--- config.mk ---
export PLATFORM = sky130hd
export DESIGN_NAME = alu_share_ctrl
export DESIGN_NICKNAME = d
export VERILOG_FILES = /design/src/rtl/alu_share_ctrl.sv
export SDC_FILE = /design/constraint.sdc
export NUM_CORES = 1
export LEC_CHECK = 0
export ABC_AREA = 1
export BUFFER_PORTS_ARGS = -buffer_cell sky130_fd_sc_hd__buf_4
export CORE_ASPECT_RATIO = 1.75
export CORE_MARGIN = 4
export CORE_UTILIZATION = 48
export CTS_CLUSTER_DIAMETER = 150
export DETAILED_ROUTE_END_ITERATION = 8
export PLACE_DENSITY = 0.79
export SYNTH_ARGS = -nofsm -noshare
export SYNTH_HDL_FRONTEND = slang
export SYNTH_SLANG_ARGS = --single-unit
--- constraint.sdc ---
create_clock -name clk -period 1.57 [get_ports clk]
set_input_delay 0.157 -clock clk [delete_from_list [all_inputs] [get_ports clk]]
set_output_delay 0.157 -clock clk [all_outputs]
set_load 0.005 [all_outputs]
--- src/rtl/alu_share_ctrl.sv ---
// Two-requester round-robin front end for a shared combinational ALU.
// One operation is in flight at a time: IDLE accepts, EXEC settles the ALU, RESP returns the result.
module alu_share_ctrl #(
  parameter int OPND_W = 2,
  parameter int RES_W  = 4,
  parameter int CNT_W  = 8
) (
  input  logic                  clk,
  input  logic                  rst_n,
  input  logic [1:0]            req_valid,
  output logic [1:0]            req_ready,
  input  logic [9:0]            req_sel,
  input  logic [1:0]            req_cin,
  input  logic [2*OPND_W-1:0]   req_a,
  input  logic [2*OPND_W-1:0]   req_b,
  output logic [1:0]            rsp_valid,
  input  logic [1:0]            rsp_ready,
  output logic [RES_W-1:0]      rsp_y,
  output logic                  rsp_zero,
  output logic [4:0]            alu_select,
  output logic                  alu_c_in,
  output logic [OPND_W-1:0]     alu_a,
  output logic [OPND_W-1:0]     alu_b,
  input  logic [RES_W-1:0]      alu_y,
  output logic                  busy,
  output logic [CNT_W-1:0]      op_count
);

  typedef enum logic [1:0] {
    IDLE = 2'd0,
    EXEC = 2'd1,
    RESP = 2'd2
  } state_t;

  state_t              state_q, state_d;
  logic                owner_q, owner_d;
  logic                last_q, last_d;
  logic [4:0]          sel_q, sel_d;
  logic                cin_q, cin_d;
  logic [OPND_W-1:0]   a_q, a_d;
  logic [OPND_W-1:0]   b_q, b_d;
  logic [RES_W-1:0]    y_q, y_d;
  logic                zero_q, zero_d;
  logic [CNT_W-1:0]    cnt_q, cnt_d;
  logic [1:0]          grant_s;
  logic                win_s;

  // State register and latched operation/result registers.
  always_ff @(posedge clk or negedge rst_n) begin
    if (!rst_n) begin
      state_q <= IDLE;
      owner_q <= 1'b0;
      last_q  <= 1'b1;
      sel_q   <= 5'b00000;
      cin_q   <= 1'b0;
      a_q     <= '0;
      b_q     <= '0;
      y_q     <= '0;
      zero_q  <= 1'b0;
      cnt_q   <= '0;
    end else begin
      state_q <= state_d;
      owner_q <= owner_d;
      last_q  <= last_d;
      sel_q   <= sel_d;
      cin_q   <= cin_d;
      a_q     <= a_d;
      b_q     <= b_d;
      y_q     <= y_d;
      zero_q  <= zero_d;
      cnt_q   <= cnt_d;
    end
  end

  // Arbitration, next-state and register updates.
  always_comb begin
    state_d = state_q;
    owner_d = owner_q;
    last_d  = last_q;
    sel_d   = sel_q;
    cin_d   = cin_q;
    a_d     = a_q;
    b_d     = b_q;
    y_d     = y_q;
    zero_d  = zero_q;
    cnt_d   = cnt_q;
    grant_s = 2'b00;
    win_s   = 1'b0;
    case (state_q)
      IDLE: begin
        // On a tie the requester that did not complete last wins.
        case (req_valid)
          2'b01: begin
            win_s   = 1'b0;
            grant_s = 2'b01;
          end
          2'b10: begin
            win_s   = 1'b1;
            grant_s = 2'b10;
          end
          2'b11: begin
            win_s   = ~last_q;
            grant_s = last_q ? 2'b01 : 2'b10;
          end
          default: begin
            win_s   = 1'b0;
            grant_s = 2'b00;
          end
        endcase
        if (grant_s != 2'b00) begin
          sel_d   = win_s ? req_sel[9:5] : req_sel[4:0];
          cin_d   = win_s ? req_cin[1] : req_cin[0];
          a_d     = win_s ? req_a[2*OPND_W-1:OPND_W] : req_a[OPND_W-1:0];
          b_d     = win_s ? req_b[2*OPND_W-1:OPND_W] : req_b[OPND_W-1:0];
          owner_d = win_s;
          state_d = EXEC;
        end else begin
          state_d = IDLE;
        end
      end
      EXEC: begin
        y_d     = alu_y;
        zero_d  = (alu_y == '0);
        state_d = RESP;
      end
      RESP: begin
        if (rsp_ready[owner_q]) begin
          last_d  = owner_q;
          cnt_d   = cnt_q + {{(CNT_W-1){1'b0}}, 1'b1};
          state_d = IDLE;
        end else begin
          state_d = RESP;
        end
      end
      default: begin
        state_d = IDLE;
      end
    endcase
  end

  // The accept pulse is combinational with IDLE so it lands in the same cycle as the latch edge.
  assign req_ready  = grant_s & {2{rst_n}};
  assign rsp_valid  = (state_q == RESP) ? (owner_q ? 2'b10 : 2'b01) : 2'b00;
  assign rsp_y      = y_q;
  assign rsp_zero   = zero_q & (state_q == RESP);
  assign alu_select = sel_q;
  assign alu_c_in   = cin_q;
  assign alu_a      = a_q;
  assign alu_b      = b_q;
  assign busy       = (state_q == EXEC) || (state_q == RESP);
  assign op_count   = cnt_q;

endmodule

* Yosys cells after proc, flatten, opt, wreduce, memory -nomap -nowiden *
Index checks and enable logic that the tools add are counted.

storage, ports and cells
  register bits after elaboration = 27
  input port bits = 30
  output and inout bits = 28
  logic and storage cells = 43

operators by class
  $add $sub $neg = 1
  $lt $le $gt $ge = 1
  eq/ne operators = 5
  multiplexer cells = 17
  bitwise operators = 3
  reductions and logical operators = 6

operators by type and width
  kind                 number
  $mux 2               8
  $pmux 2 s3           2
  $add 8x1->8 const B  1
  $eq 2x2->1 const B   3
  $mux 1               5
  $mux 5               1
  $eq 2x1->1 const B   2
  $logic_not 4->1      1
  $reduce_and 2->1     2
  $and 2x2->2          1
  $logic_not 2->1      1
  $lt 1x2->1 const B   1
  $pmux 1 s2           1
  $reduce_bool 2->1    1
  $and 1x1->1          1
  $logic_or 1x1->1     1
  $not 1->1            1

* Logic depth before layout (Yosys ltp) *
Gate-level depths: netlist (run 1).

  word-level depth = 6
  mapped depth = 7
  depth with buffers taken out = 7

* Least setup slack after synthesis (run 1) *
No wires, ideal clock.

  path kind = reg-to-reg
  start = register state_q[0]
  end = register cnt_q[4] (netlist: op_count[4])
  library setup time = 119 ps
  arrival time = 1100 ps
  data required time = 1451 ps
  slack = 351 ps
  cell stages (with the launch flop) = 7
  path buffers = 1
  clock period less this slack = 1219 ps
  path through = dfrtp_1 inv_1 ha_1 nand3_2 buf_6 o21ai_2 nand2_1

between the ends
  longest elaborated chain between the ends = 2

RTL lines
  item                        line  text
  from (decl)                 35    state_t state_q, state_d;
  from (signal assigned)      62    state_q <= state_d;
  $eq 2x2->1                  89    case (state_q)
  $reduce_and 2->1 (no line)  n/a
  to (signal assigned)        71    cnt_q <= cnt_d;
  to (decl)                   44    logic [CNT_W-1:0] cnt_q, cnt_d;

No other way between the ends.
A chain may end at the register's enable or synchronous reset.

* Final worst setup path (run 1) *
  start = register state_q[1]
  end = output port req_ready[0]

between the ends
  longest elaborated chain between the ends = 3

RTL lines
  item             line  text
  $logic_not 2->1  89
  $mux 2           89
  $and 2x2->2      142   assign req_ready = grant_s & {2{rst_n}};
  to (decl)        11    output logic [1:0] req_ready,

No other way between the ends.

==> results.cfg, run 1 <==
[sta]
max_freq_mhz = 658.4
worst_pin_slew_ps = 343.5
period_needed_ps = 1519
holdWs_ps = 90.48
period_share_pct = 96.74
relSlewSlack_pct = 77.10
setup_viol = 0
hold_viol = 0
fin_skew_ps = 7.834
slew_viol_final = 0

[synthesis]
netlist_area_mm2 = 0.001478
synth.top_cell.area_share_pct = 44.03
ys_warn_count = 0
async_flop_share_pct = 100.0
syn_inst = 186
synth_seq_cells = 27
synth_cell_types = 26
synth_nets = 221
synth_ff_type = dfrtp_1
syn_area_per_cell_um2 = 7.944
synth_commonest_cells = 78 x nand2_1, 26 x dfrtp_1, 25 x inv_1
synth-seq-area-share_pct = 45.81
synth_edf_count = 0
yosysTopAreaCell = dfrtp_1
yosys.cell_count.top_type = nand2_1
synth_area_leaders = dfrtp_1 44%, nand2_1 20%, o21ai_2 6.5%

[global_routing]
grt_start_max_net_pins = 28
grt_usage_pct = 17.10
grt_pass1_vias = 1224
grt_pass1_wl_um = 5382
grt-ovfl-total = 0
antenna_found_initial = 0

[power]
clkPwrFrac_pct = 12.8
p_seq_share_pct = 39.5
powerDensity_mw_per_mm2 = 1504
peakVddDrop_uv = 912.3
power.internal_mw = 1.905
p_sw_share_pct = 37.48
p_comb_share_pct = 47.7
p_sw_mw = 1.142
leakage_nw = 1.137

[die]
pin_count = 58
design.core.area_mm2 = 0.002928
initial_core_util_pct = 50.47
die_area_mm2 = 0.004065
fp.dieH_um = 81.40
rows = 26
die_x_um = 49.94

[critical_path]
worstSetupStartpointType = flop
crit_path_max_incr_delay_ps = 420
crit_family = flip-flops
crit_chain = inv_1, ha_4, o21ai_4, nor3_2, buf_4
critical_path_class = flop to output pin
crit_slowest_cell = dfrtp_1
cp_num_buf_inv = 2
critPathArrivalTime_ps = 1360
crit_path_end_kind = output pin
critPathRequiredTime_ps = 1410
crit_fanout = 8
rrSetupSlack_ps = 180

[drt]
dr.pass1.iters = 3
drc = 0
drtIter0Drc = 17
ant_nets = 0
wire_per_inst_um = 11.40
routed_via_density = 4.855
drt-total-wl_um = 3146
num_vias = 1340

[clock_network]
cts_tree = built
h-tree-depth = 1
clock_sinks = 27
root_buffer = clkbuf_8
ctsLongestPathBuffers = 2
clkLatencyLatePin_ps = 270
cts.reportedPaths.clkPinSlew_ps = 100
cts_buffers = 3

[place]
placed_cells = 269
portBuffers = 57
hpwl_um = 2469
place.gp.congestion = 0.7275
dpl_cell_area_mm2 = 0.001929

[cells_and_area]
fin_cells = 276
final_net_count = 284
num_antenna_cells = 0
fill_cells = 241
drive_gt1_share_pct = 36.29
area_growth_pct = 37.09
design_area_mm2 = 0.002026

[run]
maxCapViolCount = 0

[hold_path]
min_path_type = input port to flop

[run_status]
status = complete, no violations
-- worst paths after layout --
path | from | end | cells after the start
worst max-delay path | state_q[1]$_DFF_PN0_ | req_ready[0] | 5
worst min-delay path | alu_y[3] | rsp_y[3]$_DFFE_PN0N_ | 3
worst max register to register | state_q[1]$_DFF_PN0_ | op_count[5]$_DFFE_PN0P_ | 5
worst min register to register | alu_b[0]$_DFFE_PN0P_ | alu_b[0]$_DFFE_PN0P_ | 2
max in group asynchronous | rst_n | last_q$_DFFE_PN1P_ | 3
min in group asynchronous | rst_n | alu_select[0]$_DFFE_PN0P_ | 3
-- final cells by class --
cell class	count	area [µm²]	area share, %
multi-input cells	128	681.9	33.66
flip-flops and latches	27	676.9	33.42
repair buffers	63	488.0	24.09
inverters	26	97.59	4.818
clock buffers	3	41.29	2.038
well taps	28	35.03	1.729
clock inverters	1	5.005	0.2471
-- through the flow --
| stage | total power, mW | setup TNS, ps | worst slack, ps | utilization [%] |
|---|---|---|---|---|
| final | 3.046 | 0 | 51.22 | 69.19 |
| after global routing | 3.332 | -35.91 | -26.83 | 69.19 |
| after CTS | 3.013 | 0 | 12.26 | 68.16 |
| after detailed placement | 2.591 | 0 | 135.0 | 65.90 |
| after global placement | 2.565 | 0 | 155.4 | 65.90 |
| after floorplan | 1.951 | 0 | 351.1 | - |
-- power groups by stage --
stage	clock network, mW	logic [mW]	registers, mW
2_1_floorplan	0	0.754	1.20
3_3_place_gp	0	1.35	1.21
3_5_place_dp	0	1.38	1.21
4_1_cts	0.397	1.41	1.21
5_1_grt	0.438	1.65	1.25
6_report	0.391	1.45	1.20
-- state kept, by name, summed over array words and instances, names as in the netlist --
| name | count |
|---|---|
| alu_a | 2 |
| alu_b | 2 |
| alu_c_in | 1 |
| alu_select | 5 |
| last_q | 1 |
| op_count | 8 |
| owner_q | 1 |
| rsp_y | 4 |
| state_q | 2 |
| zero_q | 1 |
-- placed cells by master (no fill, tap or decap), types with 2 or more instances in the layout --
master    netlist  routed
nand3_1         4       4
inv_2           1       2
o21ai_0         3       3
inv_1          25      24
nor2_1          9       9
nand2_2         2       3
ha_1            5       3
o21ai_2        11      10
nand2_1        78      77
buf_4           1      61
clkbuf_8        0       3
o21ai_1         4       4
nor3_1          2       2
dfrtp_1        26      26
-- metal layers --
layer | up-vias | track usage (%) | part of all wire (%)
met5 | - | 0 | 0
met4 | 0 | 5.817 | 0.99
met3 | 4 | 3.303 | 5.9
met2 | 40 | 32.23 | 56
met1 | 609 | 18.77 | 37
li1 | 687 | - | -
-- kinds of logic (layout without fill, tap and decap cells) --
| family | Yosys count | in the layout | synth area share, % |
|---|---|---|---|
| adder cells (fa/ha/maj) | 5 | 5 | 4.234 |
| AO/OA/AOI/OAI | 19 | 19 | 9.483 |
| AND/OR/NAND/NOR | 101 | 101 | 28.45 |
| buffers and inverters | 31 | 93 | 9.737 |
| flip-flops | 27 | 27 | 45.81 |
| XOR/XNOR | 3 | 3 | 2.287 |
-- worst min-delay path: cells and delay by family --
family / cells / cell delay, ps
AND/OR/NAND/NOR: 2 / 90
buffers and inverters: 1 / 90
-- repair_timing --
action / CTS / global route
hold buffers: 1 / 0
setup buffers: 0 / 2
resized for setup: 2 / 4
endpoints found under the setup margin: 1 / 7
hold endpoints to repair: 26 / 0
pin swaps: 0 / 0
No activity file was read; power rests on OpenSTA's default activity.
==> inputs of run 2 (changes only) <==
--- a/config.mk
+++ b/config.mk
@@ -13,6 +13,7 @@
 export CTS_CLUSTER_DIAMETER = 150
 export DETAILED_ROUTE_END_ITERATION = 8
 export PLACE_DENSITY = 0.79
+export RECOVER_POWER = 50
 export SYNTH_ARGS = -nofsm -noshare
 export SYNTH_HDL_FRONTEND = slang
 export SYNTH_SLANG_ARGS = --single-unit
==> results.cfg, run 2 (synthesized netlist as in run 1, its figures left out) <==
[cells_and_area]
drive_gt1_share_pct = 35.89
largest_reg_flops = 8
final_net_count = 284
num_antenna_cells = 0
area_growth_pct = 36.66
layout_commonest_cell = nand2_1
final_cell_mix = 77 x nand2_1, 46 x buf_4, 26 x dfrtp_1

[sta]
period_needed_ps = 1524
max_freq_mhz = 656.2
hold_viol = 0
tns_ps = 0
holdWs_ps = 92.63
relSlewSlack_pct = 55.35
period_share_pct = 97.06
setup_viol = 0
worst_pin_slew_ps = 669.8
fin_skew_ps = 7.411
slew_viol_final = 0

[drt]
wire_per_inst_um = 11.37
ant_nets = 0
drtIter0Drc = 16
drt-total-wl_um = 3139
num_vias = 1334
dr.pass1.iters = 2
routed_via_density = 4.833
drc = 0

[place]
hpwl_um = 2469
place.gp.congestion = 0.7275
portBuffers = 57

[power]
finalPower_mw = 3.016
powerDensity_mw_per_mm2 = 1493
leakage_nw = 1.129
peakVddDrop_uv = 905.5

[clock_network]
h-tree-depth = 1
cts.reportedPaths.clkPinSlew_ps = 90
clock_sinks = 27
cts_buffers = 3
clkLatencyLatePin_ps = 270
ctsLongestPathBuffers = 2
cts_tree = built
root_buffer = clkbuf_8

[critical_path]
reg2reg_from = state_q[1]$_DFF_PN0_
r2r_cells = 5
crit_path_end_kind = output pin
critical_path_class = flop to output pin
critPathArrivalTime_ps = 1370
crit_fanout = 8
crit_start = state_q[1]$_DFF_PN0_
critPathRequiredTime_ps = 1410
worstSetupStartpointType = flop

[run]
maxCapViolCount = 0

[global_routing]
grt_start_max_net_pins = 28
grt-ovfl-total = 0
grt_pass1_vias = 1224
grt_pass1_wl_um = 5382
antenna_found_initial = 0
grt_usage_pct = 17.10

[hold_path]
hp-start = alu_y[3]
worstHoldPathCells = 3
min_path_type = input port to flop

[die]
initial_core_util_pct = 50.47
die_area_mm2 = 0.004065
design.core.area_mm2 = 0.002928
fp.dieH_um = 81.40
rows = 26
pin_count = 58
die_x_um = 49.94

[run_status]
status = complete, no violations
-- run 2: cell type report --
class / instances / area (µm²)
clock buffer: 3 / 41.29
clock inverter: 1 / 5.005
fill: 242 / 908.4
inverter: 26 / 97.59
multi-input combinational: 128 / 681.9
sequential: 27 / 676.9
tap: 28 / 35.03
timing repair buffer: 63 / 481.7
-- run 2: power by group --
group / internal [mW] / switching, mW / leakage (nW) / total [mW]
Combinational: 0.718 / 0.709 / 0.763 / 1.43
Clock: 0.177 / 0.211 / 0.0255 / 0.388
Sequential: 0.985 / 0.215 / 0.340 / 1.20
-- run 2: metrics by stage --
step | util, % | instance area, µm² | worst slack, ps | std cells
floorplan | - | 1478 | 351.1 | 186
global placement | 65.90 | 1929 | 155.4 | 269
detailed placement | 65.90 | 1929 | 135.0 | 269
CTS | 68.16 | 1996 | 12.26 | 274
global route | 68.97 | 2019 | -26.83 | 276
finish | 68.97 | 2019 | 46.14 | 276
-- run 2: critical path: stages (launching register included) --
cell and delay [ps]:
dfrtp_1 420, inv_1 130, ha_4 160, o21ai_4 80, nor3_2 160, buf_4 130
-- run 2: worst paths after layout --
kind	end	slack, ps
worst min-delay path	rsp_y[3]$_DFFE_PN0N_	90
worst max register to register	op_count[5]$_DFFE_PN0P_	190
max in group asynchronous	alu_c_in$_DFFE_PN0P_	540
min in group asynchronous	alu_select[0]$_DFFE_PN0P_	590
worst min register to register	rsp_y[1]$_DFFE_PN0N_	490
worst max-delay path	req_ready[0]	50
-- run 2: timing repair --
item / in CTS / in global routing
hold buffers: 1 / 0
endpoints found under the hold margin: 26 / 0
buffers inserted: 0 / 2
endpoints found under the setup margin: 1 / 7
resized for setup: 2 / 4
-- run 2: routing by layer --
layer | global-route usage, % | routed length [µm] | vias up
met3 | 3.303 | 179 | 2
met1 | 18.77 | 1195 | 607
met5 | 0 | 0 | -
met2 | 32.23 | 1740 | 38
li1 | - | - | 687
met4 | 5.817 | 23 | 0
